## src/rtl/ex_operand_stage_if.sv

```systemverilog
// ex_operand_stage_if
//   Groups the decode-side instruction bus, the pipeline control
//   (hold/flush), the EX/MEM and MEM/WB forwarding producers and the
//   EX-side operand outputs of the operand stage.
//   master : decode/back-end side (drives id_*, hold, flush, fw_*)
//   slave  : the operand stage (drives ex_*, id_stall)
interface ex_operand_stage_if;
  logic        id_valid;
  logic [31:0] id_pc;
  logic [31:0] id_imm;
  logic [31:0] id_csr_data;
  logic [4:0]  id_rs1;
  logic [4:0]  id_rs2;
  logic [4:0]  id_rd;
  logic [31:0] id_rs1_data;
  logic [31:0] id_rs2_data;
  logic [4:0]  id_alu_op;
  logic        id_b_sel;
  logic        id_reg_write;
  logic        id_mem_read;

  logic        hold;
  logic        flush;

  logic [4:0]  fw_mem_rd;
  logic        fw_mem_we;
  logic [31:0] fw_mem_data;
  logic [4:0]  fw_wb_rd;
  logic        fw_wb_we;
  logic [31:0] fw_wb_data;

  logic        ex_valid;
  logic        ex_reg_write;
  logic        ex_mem_read;
  logic [31:0] ex_pc;
  logic [31:0] ex_csr_data;
  logic [4:0]  ex_rd;
  logic [4:0]  ex_alu_op;
  logic [31:0] ex_alu_a;
  logic [31:0] ex_alu_b;
  logic [31:0] ex_store_data;
  logic        id_stall;

  modport master (
    output id_valid, id_pc, id_imm, id_csr_data, id_rs1, id_rs2, id_rd,
           id_rs1_data, id_rs2_data, id_alu_op, id_b_sel, id_reg_write,
           id_mem_read, hold, flush,
           fw_mem_rd, fw_mem_we, fw_mem_data, fw_wb_rd, fw_wb_we, fw_wb_data,
    input  ex_valid, ex_reg_write, ex_mem_read, ex_pc, ex_csr_data, ex_rd,
           ex_alu_op, ex_alu_a, ex_alu_b, ex_store_data, id_stall
  );

  modport slave (
    input  id_valid, id_pc, id_imm, id_csr_data, id_rs1, id_rs2, id_rd,
           id_rs1_data, id_rs2_data, id_alu_op, id_b_sel, id_reg_write,
           id_mem_read, hold, flush,
           fw_mem_rd, fw_mem_we, fw_mem_data, fw_wb_rd, fw_wb_we, fw_wb_data,
    output ex_valid, ex_reg_write, ex_mem_read, ex_pc, ex_csr_data, ex_rd,
           ex_alu_op, ex_alu_a, ex_alu_b, ex_store_data, id_stall
  );
endinterface

```

## src/rtl/ex_operand_stage.sv

```systemverilog
// ex_operand_stage
//   ID/EX pipeline register with operand forwarding and load-use
//   hazard detection. Outputs are combinational from the stage register
//   and the live forwarding producers.
//   clk : rising-edge clock
//   rst : asynchronous active-high reset, clears the stage register
//   bus : ex_operand_stage_if.slave (decode inputs, hold/flush, forwarding
//         producers, EX operands, id_stall)
module ex_operand_stage (
  input  logic                  clk,
  input  logic                  rst,
  ex_operand_stage_if.slave     bus
);

  logic        r_valid;
  logic [31:0] r_pc;
  logic [31:0] r_imm;
  logic [31:0] r_csr_data;
  logic [4:0]  r_rs1;
  logic [4:0]  r_rs2;
  logic [4:0]  r_rd;
  logic [31:0] r_rs1_data;
  logic [31:0] r_rs2_data;
  logic [4:0]  r_alu_op;
  logic        r_b_sel;
  logic        r_reg_write;
  logic        r_mem_read;

  logic        w_load_use;
  logic        w_wb_id_rs1;
  logic        w_wb_id_rs2;
  logic        w_wb_ex_rs1;
  logic        w_wb_ex_rs2;
  logic        w_mem_ex_rs1;
  logic        w_mem_ex_rs2;
  logic [31:0] w_fwd_rs1;
  logic [31:0] w_fwd_rs2;

  assign w_load_use = bus.id_valid & r_valid & r_mem_read & (r_rd != 5'd0) &
                      ((r_rd == bus.id_rs1) | (r_rd == bus.id_rs2));

  // Register x0 is never bypassed, whichever producer claims it.
  assign w_wb_id_rs1  = bus.fw_wb_we  & (bus.fw_wb_rd  != 5'd0) & (bus.fw_wb_rd  == bus.id_rs1);
  assign w_wb_id_rs2  = bus.fw_wb_we  & (bus.fw_wb_rd  != 5'd0) & (bus.fw_wb_rd  == bus.id_rs2);
  assign w_wb_ex_rs1  = bus.fw_wb_we  & (bus.fw_wb_rd  != 5'd0) & (bus.fw_wb_rd  == r_rs1);
  assign w_wb_ex_rs2  = bus.fw_wb_we  & (bus.fw_wb_rd  != 5'd0) & (bus.fw_wb_rd  == r_rs2);
  assign w_mem_ex_rs1 = bus.fw_mem_we & (bus.fw_mem_rd != 5'd0) & (bus.fw_mem_rd == r_rs1);
  assign w_mem_ex_rs2 = bus.fw_mem_we & (bus.fw_mem_rd != 5'd0) & (bus.fw_mem_rd == r_rs2);

  always_ff @(posedge clk or posedge rst) begin
    if (rst) begin
      r_valid     <= 1'b0;
      r_pc        <= '0;
      r_imm       <= '0;
      r_csr_data  <= '0;
      r_rs1       <= '0;
      r_rs2       <= '0;
      r_rd        <= '0;
      r_rs1_data  <= '0;
      r_rs2_data  <= '0;
      r_alu_op    <= '0;
      r_b_sel     <= 1'b0;
      r_reg_write <= 1'b0;
      r_mem_read  <= 1'b0;
    end else if (bus.flush || (!bus.hold && w_load_use)) begin
      // Flush and the load-use bubble both insert the same all-zero nop.
      r_valid     <= 1'b0;
      r_pc        <= '0;
      r_imm       <= '0;
      r_csr_data  <= '0;
      r_rs1       <= '0;
      r_rs2       <= '0;
      r_rd        <= '0;
      r_rs1_data  <= '0;
      r_rs2_data  <= '0;
      r_alu_op    <= '0;
      r_b_sel     <= 1'b0;
      r_reg_write <= 1'b0;
      r_mem_read  <= 1'b0;
    end else if (bus.hold) begin
      // While frozen, the register file may still retire a write to one of
      // our sources; capture it so the value survives the WB producer moving on.
      if (w_wb_ex_rs1) r_rs1_data <= bus.fw_wb_data;
      if (w_wb_ex_rs2) r_rs2_data <= bus.fw_wb_data;
    end else begin
      r_valid     <= bus.id_valid;
      r_pc        <= bus.id_pc;
      r_imm       <= bus.id_imm;
      r_csr_data  <= bus.id_csr_data;
      r_rs1       <= bus.id_rs1;
      r_rs2       <= bus.id_rs2;
      r_rd        <= bus.id_rd;
      r_rs1_data  <= w_wb_id_rs1 ? bus.fw_wb_data : bus.id_rs1_data;
      r_rs2_data  <= w_wb_id_rs2 ? bus.fw_wb_data : bus.id_rs2_data;
      r_alu_op    <= bus.id_alu_op;
      r_b_sel     <= bus.id_b_sel;
      r_reg_write <= bus.id_reg_write;
      r_mem_read  <= bus.id_mem_read;
    end
  end

  always_comb begin
    w_fwd_rs1 = r_rs1_data;
    if (w_mem_ex_rs1)     w_fwd_rs1 = bus.fw_mem_data;
    else if (w_wb_ex_rs1) w_fwd_rs1 = bus.fw_wb_data;

    w_fwd_rs2 = r_rs2_data;
    if (w_mem_ex_rs2)     w_fwd_rs2 = bus.fw_mem_data;
    else if (w_wb_ex_rs2) w_fwd_rs2 = bus.fw_wb_data;
  end

  assign bus.ex_valid      = r_valid;
  assign bus.ex_reg_write  = r_valid & r_reg_write;
  assign bus.ex_mem_read   = r_valid & r_mem_read;
  assign bus.ex_pc         = r_pc;
  assign bus.ex_csr_data   = r_csr_data;
  assign bus.ex_rd         = r_rd;
  assign bus.ex_alu_op     = r_alu_op;
  assign bus.ex_alu_a      = w_fwd_rs1;
  assign bus.ex_alu_b      = r_b_sel ? r_imm : w_fwd_rs2;
  assign bus.ex_store_data = w_fwd_rs2;
  assign bus.id_stall      = bus.hold | w_load_use;

endmodule

```

## src/flat_wrapper.sv

```systemverilog
// flat-port wrapper written by rule: the top's interface ports become plain ports
module ex_operand_stage_flat 
  (clk, rst, bus_id_valid, bus_id_pc, bus_id_imm, bus_id_csr_data, bus_id_rs1, bus_id_rs2, bus_id_rd, bus_id_rs1_data, bus_id_rs2_data, bus_id_alu_op, bus_id_b_sel, bus_id_reg_write, bus_id_mem_read, bus_hold, bus_flush, bus_fw_mem_rd, bus_fw_mem_we, bus_fw_mem_data, bus_fw_wb_rd, bus_fw_wb_we, bus_fw_wb_data, bus_ex_valid, bus_ex_reg_write, bus_ex_mem_read, bus_ex_pc, bus_ex_csr_data, bus_ex_rd, bus_ex_alu_op, bus_ex_alu_a, bus_ex_alu_b, bus_ex_store_data, bus_id_stall);
  ex_operand_stage_if bus_i ();
  input  logic clk;
  input  logic rst;
  input wire logic [$bits(bus_i.id_valid)-1:0] bus_id_valid;
  input wire logic [$bits(bus_i.id_pc)-1:0] bus_id_pc;
  input wire logic [$bits(bus_i.id_imm)-1:0] bus_id_imm;
  input wire logic [$bits(bus_i.id_csr_data)-1:0] bus_id_csr_data;
  input wire logic [$bits(bus_i.id_rs1)-1:0] bus_id_rs1;
  input wire logic [$bits(bus_i.id_rs2)-1:0] bus_id_rs2;
  input wire logic [$bits(bus_i.id_rd)-1:0] bus_id_rd;
  input wire logic [$bits(bus_i.id_rs1_data)-1:0] bus_id_rs1_data;
  input wire logic [$bits(bus_i.id_rs2_data)-1:0] bus_id_rs2_data;
  input wire logic [$bits(bus_i.id_alu_op)-1:0] bus_id_alu_op;
  input wire logic [$bits(bus_i.id_b_sel)-1:0] bus_id_b_sel;
  input wire logic [$bits(bus_i.id_reg_write)-1:0] bus_id_reg_write;
  input wire logic [$bits(bus_i.id_mem_read)-1:0] bus_id_mem_read;
  input wire logic [$bits(bus_i.hold)-1:0] bus_hold;
  input wire logic [$bits(bus_i.flush)-1:0] bus_flush;
  input wire logic [$bits(bus_i.fw_mem_rd)-1:0] bus_fw_mem_rd;
  input wire logic [$bits(bus_i.fw_mem_we)-1:0] bus_fw_mem_we;
  input wire logic [$bits(bus_i.fw_mem_data)-1:0] bus_fw_mem_data;
  input wire logic [$bits(bus_i.fw_wb_rd)-1:0] bus_fw_wb_rd;
  input wire logic [$bits(bus_i.fw_wb_we)-1:0] bus_fw_wb_we;
  input wire logic [$bits(bus_i.fw_wb_data)-1:0] bus_fw_wb_data;
  output wire logic [$bits(bus_i.ex_valid)-1:0] bus_ex_valid;
  output wire logic [$bits(bus_i.ex_reg_write)-1:0] bus_ex_reg_write;
  output wire logic [$bits(bus_i.ex_mem_read)-1:0] bus_ex_mem_read;
  output wire logic [$bits(bus_i.ex_pc)-1:0] bus_ex_pc;
  output wire logic [$bits(bus_i.ex_csr_data)-1:0] bus_ex_csr_data;
  output wire logic [$bits(bus_i.ex_rd)-1:0] bus_ex_rd;
  output wire logic [$bits(bus_i.ex_alu_op)-1:0] bus_ex_alu_op;
  output wire logic [$bits(bus_i.ex_alu_a)-1:0] bus_ex_alu_a;
  output wire logic [$bits(bus_i.ex_alu_b)-1:0] bus_ex_alu_b;
  output wire logic [$bits(bus_i.ex_store_data)-1:0] bus_ex_store_data;
  output wire logic [$bits(bus_i.id_stall)-1:0] bus_id_stall;
  assign bus_i.id_valid = bus_id_valid;
  assign bus_i.id_pc = bus_id_pc;
  assign bus_i.id_imm = bus_id_imm;
  assign bus_i.id_csr_data = bus_id_csr_data;
  assign bus_i.id_rs1 = bus_id_rs1;
  assign bus_i.id_rs2 = bus_id_rs2;
  assign bus_i.id_rd = bus_id_rd;
  assign bus_i.id_rs1_data = bus_id_rs1_data;
  assign bus_i.id_rs2_data = bus_id_rs2_data;
  assign bus_i.id_alu_op = bus_id_alu_op;
  assign bus_i.id_b_sel = bus_id_b_sel;
  assign bus_i.id_reg_write = bus_id_reg_write;
  assign bus_i.id_mem_read = bus_id_mem_read;
  assign bus_i.hold = bus_hold;
  assign bus_i.flush = bus_flush;
  assign bus_i.fw_mem_rd = bus_fw_mem_rd;
  assign bus_i.fw_mem_we = bus_fw_mem_we;
  assign bus_i.fw_mem_data = bus_fw_mem_data;
  assign bus_i.fw_wb_rd = bus_fw_wb_rd;
  assign bus_i.fw_wb_we = bus_fw_wb_we;
  assign bus_i.fw_wb_data = bus_fw_wb_data;
  assign bus_ex_valid = bus_i.ex_valid;
  assign bus_ex_reg_write = bus_i.ex_reg_write;
  assign bus_ex_mem_read = bus_i.ex_mem_read;
  assign bus_ex_pc = bus_i.ex_pc;
  assign bus_ex_csr_data = bus_i.ex_csr_data;
  assign bus_ex_rd = bus_i.ex_rd;
  assign bus_ex_alu_op = bus_i.ex_alu_op;
  assign bus_ex_alu_a = bus_i.ex_alu_a;
  assign bus_ex_alu_b = bus_i.ex_alu_b;
  assign bus_ex_store_data = bus_i.ex_store_data;
  assign bus_id_stall = bus_i.id_stall;
  ex_operand_stage u_core (.clk(clk), .rst(rst), .bus(bus_i));
endmodule
```

## config.mk

```make
export PLATFORM = sky130hd
export DESIGN_NAME = ex_operand_stage_flat
export DESIGN_NICKNAME = d
export VERILOG_FILES = /design/src/rtl/ex_operand_stage_if.sv /design/src/rtl/ex_operand_stage.sv /design/src/flat_wrapper.sv
export SDC_FILE = /design/constraint.sdc
export NUM_CORES = 1
export LEC_CHECK = 0
export BUFFER_PORTS_ARGS = -buffer_cell sky130_fd_sc_hd__buf_4
export CAP_MARGIN = 40
export CORE_AREA = 2 2 169 171
export CTS_CLUSTER_DIAMETER = 80
export DETAILED_ROUTE_END_ITERATION = 10
export DIE_AREA = 0 0 171 173
export PLACE_DENSITY = 0.76
export SLEW_MARGIN = 20
export SYNTH_ARGS = -nofsm -noshare
export SYNTH_HDL_FRONTEND = slang
export SYNTH_SLANG_ARGS = --single-unit
```

## constraint.sdc

```tcl
create_clock -name clk -period 9 [get_ports clk]
set_clock_uncertainty 0.1 [all_clocks]
set_input_delay 0.9 -clock clk [delete_from_list [all_inputs] [get_ports clk]]
set_output_delay 0.9 -clock clk [all_outputs]
set_load 0.1 [all_outputs]
```

# == Word-level counts from Yosys, hierarchy flattened ==
# Index checks and enable logic that the tools add are counted.
# classes
n_addsub,0
n_mul,0
n_div,0
magnitude_cmp,0
eq_ne,9
shifts,0
mux,33
n_bitwise,16
reduce_logical,6
# op_table
operator,n
$mux W32,17
$eq A5 B5 Y1,8
$mux W5,8
$reduce_bool A5 Y1,3
$and A1 B1 Y1,14
$mux W1,8
$ne A2 B1 Y1 const B,1
$or A1 B1 Y1,2
$logic_and A1 B1 Y1,1
$logic_not A1 Y1,1
$logic_or A1 B1 Y1,1
# word_totals
ff_bits,184
latchBits,0
mem_bits_rw,0
mem_bits_ro,0
inputBits,264
output_inout_bits,174
wordCells,77
mem_count,0

# == Depth between registers and ports, before layout ==
# Gate-level depths: netlist (run 1).
# depth
depth_word,7
depth_mapped,9
depth_no_buf,5

# == Worst setup path before layout (run 1) ==
# Ideal clock, no wire load.
# synth_timing
path_kind,input to output
startpoint,input bus_fw_wb_rd[4]
endpoint,output bus_ex_alu_b[0]
arrival_time_ns,4.478
required_time_ns,8.000
slack_ns,3.522
stages,7
cell_sequence,buf_2 > or4_4 > o21ai_4 > or3b_1 > buf_6 > a221oi_1 > o31ai_1
# synth_via
elab_chain_cells,6
elab_cells_between_ends,7
classes_between,eq/ne (1); mux (3); bitwise (2); reduce/logical (1)
# synth_rtl
item,line,source
start: declaration,flat_wrapper.sv:25,input wire logic [$bits(bus_i.fw_wb_rd)-1:0] bus_fw_wb_rd;
$reduce_bool A5 Y1,ex_operand_stage.sv:46,assign w_wb_ex_rs2 = bus.fw_wb_we & (bus.fw_wb_rd != 5'd0) & (bus.fw_wb_rd == r_rs2);
$and A1 B1 Y1,ex_operand_stage.sv:46,
$and A1 B1 Y1 *,ex_operand_stage.sv:46,
$mux W32 *,ex_operand_stage.sv:109,else if (w_wb_ex_rs2) w_fwd_rs2 = bus.fw_wb_data;
$mux W32 *,ex_operand_stage.sv:108,if (w_mem_ex_rs2) w_fwd_rs2 = bus.fw_mem_data;
$mux W32 *,ex_operand_stage.sv:120,assign bus.ex_alu_b = r_b_sel ? r_imm : w_fwd_rs2;
end: declaration,flat_wrapper.sv:36,output wire logic [$bits(bus_i.ex_alu_b)-1:0] bus_ex_alu_b;
# Mark *: on every way between the ends. The rest lies on a longest branch, timed or not.

# == Worst setup path after layout (run 1) ==
# Ends and elaborated chain as after synthesis.

==> results of run 1 <==
[kinds of logic (layout without fill, tap and decap cells)]
logic type | count (synthesis) | in the layout | synth area share [%]
other | 0 | 3 | 0
flip-flops | 184 | 184 | 40.0
multiplexers | 96 | 96 | 8.35
AND/OR/NAND/NOR | 428 | 428 | 18.0
buffers and inverters | 134 | 495 | 5.15
AO/OA/AOI/OAI | 437 | 437 | 25.5
XOR/XNOR | 40 | 40 | 3.04
[cell usage in the layout (no fill, tap or decap), drive strengths merged, types with 2 or more instances in the layout]
cell | synthesis | routed
a22oi | 33 | 33
a221oi | 32 | 32
clkinv | 0 | 4
clkbuf | 99 | 18
or2 | 2 | 2
o22ai | 32 | 32
xor2 | 24 | 24
diode | 0 | 3
nand2 | 152 | 152
or4 | 3 | 3
o31ai | 32 | 32
mux2i | 96 | 96
buf | 34 | 464
o32ai | 32 | 32
clkinvlp | 0 | 3
nor3 | 4 | 4
and2 | 34 | 34
nor4 | 3 | 3
nor2 | 101 | 101
dfrtp | 184 | 184
o21ai | 121 | 121
nor2b | 120 | 120
xnor2 | 16 | 16
nand4 | 2 | 2
inv | 1 | 6
a21oi | 152 | 152
nand3 | 4 | 4
[critical path: stages]
cell,delay (ns)
buf_4,0.15
or4_4,0.55
o21ai_4,0.31
or3b_4,0.20
buf_4,0.29
buf_16,0.29
a221oi_1,0.16
o31ai_1,0.36
buf_4,0.36
[per-stage QoR]
stage	setup slack [ns]	std cells	hold slack [ns]	area [um2]	utilization (%)
floorplan	3.00	1319	0.391	11500	-
global placement	4.29	2020	0.400	14900	53.9
detailed placement	4.43	2027	0.408	15100	54.5
CTS	4.42	2057	0.277	15600	56.5
global route	4.33	2061	0.281	15600	56.6
finish	4.42	2061	0.290	15600	56.6
[sequential cells by signal, summed over array words and instances (netlist names)]
signal	count
u_core.bus.ex_rd	5
u_core.bus.ex_csr_data	32
u_core.r_mem_read	1
u_core.r_rs2_data	32
u_core.bus.ex_valid	1
u_core.r_rs1_data	32
u_core.bus.ex_alu_op	5
u_core.bus.ex_pc	32
u_core.r_imm	32
u_core.r_rs1	5
u_core.r_b_sel	1
u_core.r_reg_write	1
u_core.r_rs2	5
[where the power goes]
part	switching [uW]	internal, uW
Clock	351	363
Sequential	29.6	872
Combinational	651	257
Total	1030	1490
[final timing paths]
kind                                         endpoint  slack, ns  cells after the start                       start
min reg2reg                u_core.bus.ex_csr_data[29]       0.42                      2  u_core.bus.ex_csr_data[29]
max reg2reg                       u_core.bus.ex_pc[4]       6.22                      6         u_core.bus.ex_rd[1]
max                                   bus_ex_alu_b[0]       4.42                      9             bus_fw_wb_rd[4]
max in group asynchronous              u_core.r_b_sel       7.63                      4                         rst
min in group clk           u_core.bus.ex_csr_data[29]       0.42                      2  u_core.bus.ex_csr_data[29]
min                        u_core.bus.ex_csr_data[10]       0.29                      2                         rst
[area by class of cell]
class / count / area, um2 / share of cell area [%]
multi-input cells: 1001 / 6370 / 40.7
well taps: 378 / 473 / 3.02
repair buffers: 464 / 3640 / 23.3
flip-flops and latches: 184 / 4610 / 29.5
inverters: 1 / 11.3 / 0.0720
diodes: 3 / 7.51 / 0.0480
clock inverters: 12 / 93.8 / 0.600
clock buffers: 18 / 439 / 2.81
[metal layers]
layer / track usage [%] / share of wire, % / vias up / wire length [um]
met3: 6.87 / 8.2 / 106 / 3390
met4: 13.7 / 4.8 / 0 / 1970
met1: 33.3 / 39 / 5565 / 16200
met2: 44.5 / 48 / 581 / 19700
met5: 0 / 0 / - / 0
li1: - / - / 5365 / -
==> results_dict.tcl, run 1 <==
set metrics [dict create \
    nets 1933 \
    p_per_area_mw_per_mm2 161 \
    peakVddDrop_mv 0.0970 \
    drt-wirelength-per-cell_um 20.0 \
    cts_resized 0 \
    cts_hold_buf 0 \
    slew_headroom_pct 40.2 \
    start_util_pct 41.7 \
    synthesis.area_mm2 0.0115 \
    min-delay-path-class "primary input to async pin" \
    syn_to_final_growth_pct 35.8 \
    rows 61 \
    overflow 0 \
    fmax_mhz 218 \
    numCtsBuffers 17 \
    finalCritPeriodShare_pct 50.9 \
    power_uw 2520 \
    synth.area.top_cells "dfrtp_1 (40%), mux2i_1 (8.3%), a21oi_1 (6.6%), nor2b_1 (6.5%), o21ai_0 (5.2%)" \
    critPathLaunchType "primary input" \
    die_h_um 173 \
    hpwl_um 28900 \
    core-area_mm2 0.0276 \
    ys_ff_latch 184 \
    post-synth-top-count-cell "dfrtp_1" \
    drv_cap 0 \
    worstMarginPinSlew_ns 0.896 \
    drc_errors 0 \
    clk_path_buf_depth 2 \
    min_period_ns 4.58 \
    status "finished clean" \
    vias 11617 \
    ant_nets 0 \
    syn_inst 1319 \
    nFillCells 2507 \
    synth_top_area_share_pct 40.0 \
    crit_arrival_ns 3.58 \
    drt-total-wl_um 41300 \
    drt_first_pass_iters 5 \
    synth_common_cells "dfrtp_1 (184), a21oi_1 (152), nand2_1 (152)" \
    clk_latency_ns 0.44 \
    maxSlewViolCount 0 \
    vias_per_cell 5.64 \
    grt_pass1_wl_um 63600 \
    tns_ns 0 \
    cts_root_buf "clkbuf_16" \
    critical_path_class "primary input to output pin" \
    cp.required_ns 8.00 \
    antenna_found_initial 3 \
    ys_warn_count 0 \
    synthArstFlopShare_pct 100 \
    grt_pass1_vias 11382 \
    synth_cell_types 39 \
    rsz0062_at_grt "false" \
    grt_max_degree 102 \
    cts.sinks 184 \
    path_max_fanout 46 \
    hold_viol_final 0 \
    io_buffers 437 \
    tritoncts "done" \
    yosys.area.top_type "dfrtp_1" \
    die_area_mm2 0.0296 \
    drive_above_1_share_pct 33.4 \
    syn_area_per_cell_um2 8.73 \
    drt_iter0_drc 795 \
    cts-htree-levels 4 \
    globalplace.congestion 0.883 \
    post_cts_buffers 0 \
    p_leak_uw 0.00678 \
    clk_pin_slew_ns 0.08 \
    track_usage_pct 27.2 \
    synth-seq-area-share_pct 40.0 \
    setup_viol_count_final 0 \
    ios 438 \
    synth_ff_type "dfrtp_1" \
    die_w_um 171 \
    cp-end-kind "output pin" \
    syn_nets 1583 \
    synth-edff-count 0 \
]
Power figures use the tool's default switching activity.
==> inputs of run 2 (changes only) <==
==> constraint.sdc (replaced) <==
create_clock -name clk -period 4.45 [get_ports clk]
set_clock_uncertainty 0.1 [all_clocks]
set_input_delay 0.445 -clock clk [delete_from_list [all_inputs] [get_ports clk]]
set_output_delay 0.445 -clock clk [all_outputs]
set_load 0.1 [all_outputs]
==> results_dict.tcl, run 2 (synthesis gave the netlist of run 1 again) <==
set metrics [dict create \
    status "finished clean" \
    core-area_mm2 0.0276 \
    critical_path_class "flip-flop to output pin" \
    cts-htree-levels 4 \
    globalplace.congestion 0.919 \
    regToRegSetupSlack_ns 1.54 \
    multi_input_area_mm2 0.00641 \
    vias 11556 \
    cp.required_ns 3.90 \
    cp-end-kind "output pin" \
    clk_latency_ns 0.44 \
    hold_viol_final 0 \
    tns_ns 0 \
    maxSlewViolCount 0 \
    overflow 0 \
    cts_root_buf "clkbuf_16" \
    track_usage_pct 27.6 \
    critPathLaunchType "flip-flop" \
    drv_cap 0 \
    p_per_area_mw_per_mm2 334 \
    syn_to_final_growth_pct 36.3 \
    path_max_fanout 44 \
    layout_common_cells "buf_4 (456), dfrtp_1 (183), nand2_1 (152), a21oi_1 (152)" \
    grt_pass1_wl_um 64700 \
    die_h_um 173 \
    rows 61 \
    antenna_found_initial 2 \
    tritoncts "done" \
    cts.sinks 184 \
    grt_max_degree 143 \
    peakVddDrop_mv 0.193 \
    min-delay-path-class "primary input to flip-flop" \
    die_w_um 171 \
    worstMarginPinSlew_ns 0.837 \
    ant_nets 0 \
    nets 1934 \
    crit_arrival_ns 3.31 \
    hpwl_um 29800 \
    drt_first_pass_iters 5 \
    clk_pin_slew_ns 0.07 \
    ios 438 \
    p_leak_uw 0.00679 \
    clk_path_buf_depth 2 \
    drt-wirelength-per-cell_um 20.2 \
    die_area_mm2 0.0296 \
    postLayoutCoreUtil_pct 56.8 \
    fmax_mhz 259 \
    final_common_cell "buf_4" \
    worstSetupStartpoint "u_core.r_rs2[3]" \
    vias_per_cell 5.60 \
    nFillCells 2489 \
    drt-total-wl_um 41700 \
    grt_pass1_vias 11603 \
    io_buffers 437 \
    slew_headroom_pct 44.2 \
    numCtsBuffers 17 \
    drc_errors 0 \
    r2r-start "u_core.bus.ex_rd[0]" \
    min_from "bus_id_rs1_data[3]" \
    drive_above_1_share_pct 33.7 \
    finalCritPeriodShare_pct 86.7 \
    register_area_mm2 0.00461 \
    setup_viol_count_final 0 \
    rsz0062_at_grt "false" \
    cts_resized 0 \
    drt_iter0_drc 936 \
    min_period_ns 3.86 \
    start_util_pct 41.7 \
]
==> run 2: changes by cell type in the layout (fill, tap and decap cells not counted), sizes merged <==
cell | before | now
bufinv | 0 | 2
clkbuf | 18 | 20
clkinv | 4 | 3
clkinvlp | 3 | 4
diode | 3 | 2
dlygate4sd3 | 0 | 1
inv | 6 | 4
==> run 2: layout make-up <==
| class | instances | share of cell area [%] |
|---|---|---|
| timing repair buffer | 465 | 22.9 |
| clock inverter | 12 | 0.893 |
| inverter | 1 | 0.0479 |
| sequential | 184 | 29.4 |
| clock buffer | 20 | 2.85 |
| antenna | 2 | 0.0319 |
| tap | 378 | 3.01 |
| multi-input combinational | 1001 | 40.9 |
==> run 2: path summary, 6_finish.rpt <==
check	end	depth (start not counted)
worst max-delay path	bus_ex_store_data[19]	7
worst min-delay path	u_core.r_rs1_data[3]	3
worst max register to register	u_core.bus.ex_pc[3]	7
worst min register to register	u_core.r_imm[16]	2
max in group asynchronous	u_core.bus.ex_pc[3]	4
min in group asynchronous	u_core.bus.ex_rd[3]	3
==> run 2: routing by layer <==
metal / share of wire, % / vias up / global-route usage [%]
met4: 3.2 / 0 / 10.9
met3: 8.1 / 86 / 7.10
met5: 0 / - / 0
li1: - / 5358 / -
met2: 49 / 550 / 45.3
met1: 40 / 5562 / 34.6
==> run 2: power breakdown <==
group          leakage (uW)  internal (uW)  switching (uW)
clock network      0.000278            853             724
logic               0.00407            521            1320
registers           0.00245           1760            62.8
==> run 2: timing repair <==
| action | in CTS | in global routing |
|---|---|---|
| hold endpoints to repair | 12 | 0 |
| hold buffers | 1 | 0 |
| setup buffers | 0 | 0 |
==> run 2: through the flow <==
stage	setup slack [ns]	std cells	instance area [um2]	hold slack (ns)	power [uW]
after CTS	0.593	2061	15700	0.174	5260
after detailed placement	0.842	2028	15100	0.373	3690
after global routing	0.417	2063	15700	0.182	5420
after global placement	0.925	2023	15000	0.408	3660
after floorplan	0.602	1319	11600	0.391	3160
final	0.591	2063	15700	0.185	5240
==> run 2: worst max-delay path, cell delays in order (launching register included) <==
cell      delay [ns]
dfrtp_1         0.42
xnor2_1         0.21
nand4_1         0.23
nor2_4          0.56
buf_4           0.61
a221oi_2        0.15
nor2_1          0.31
buf_4           0.36
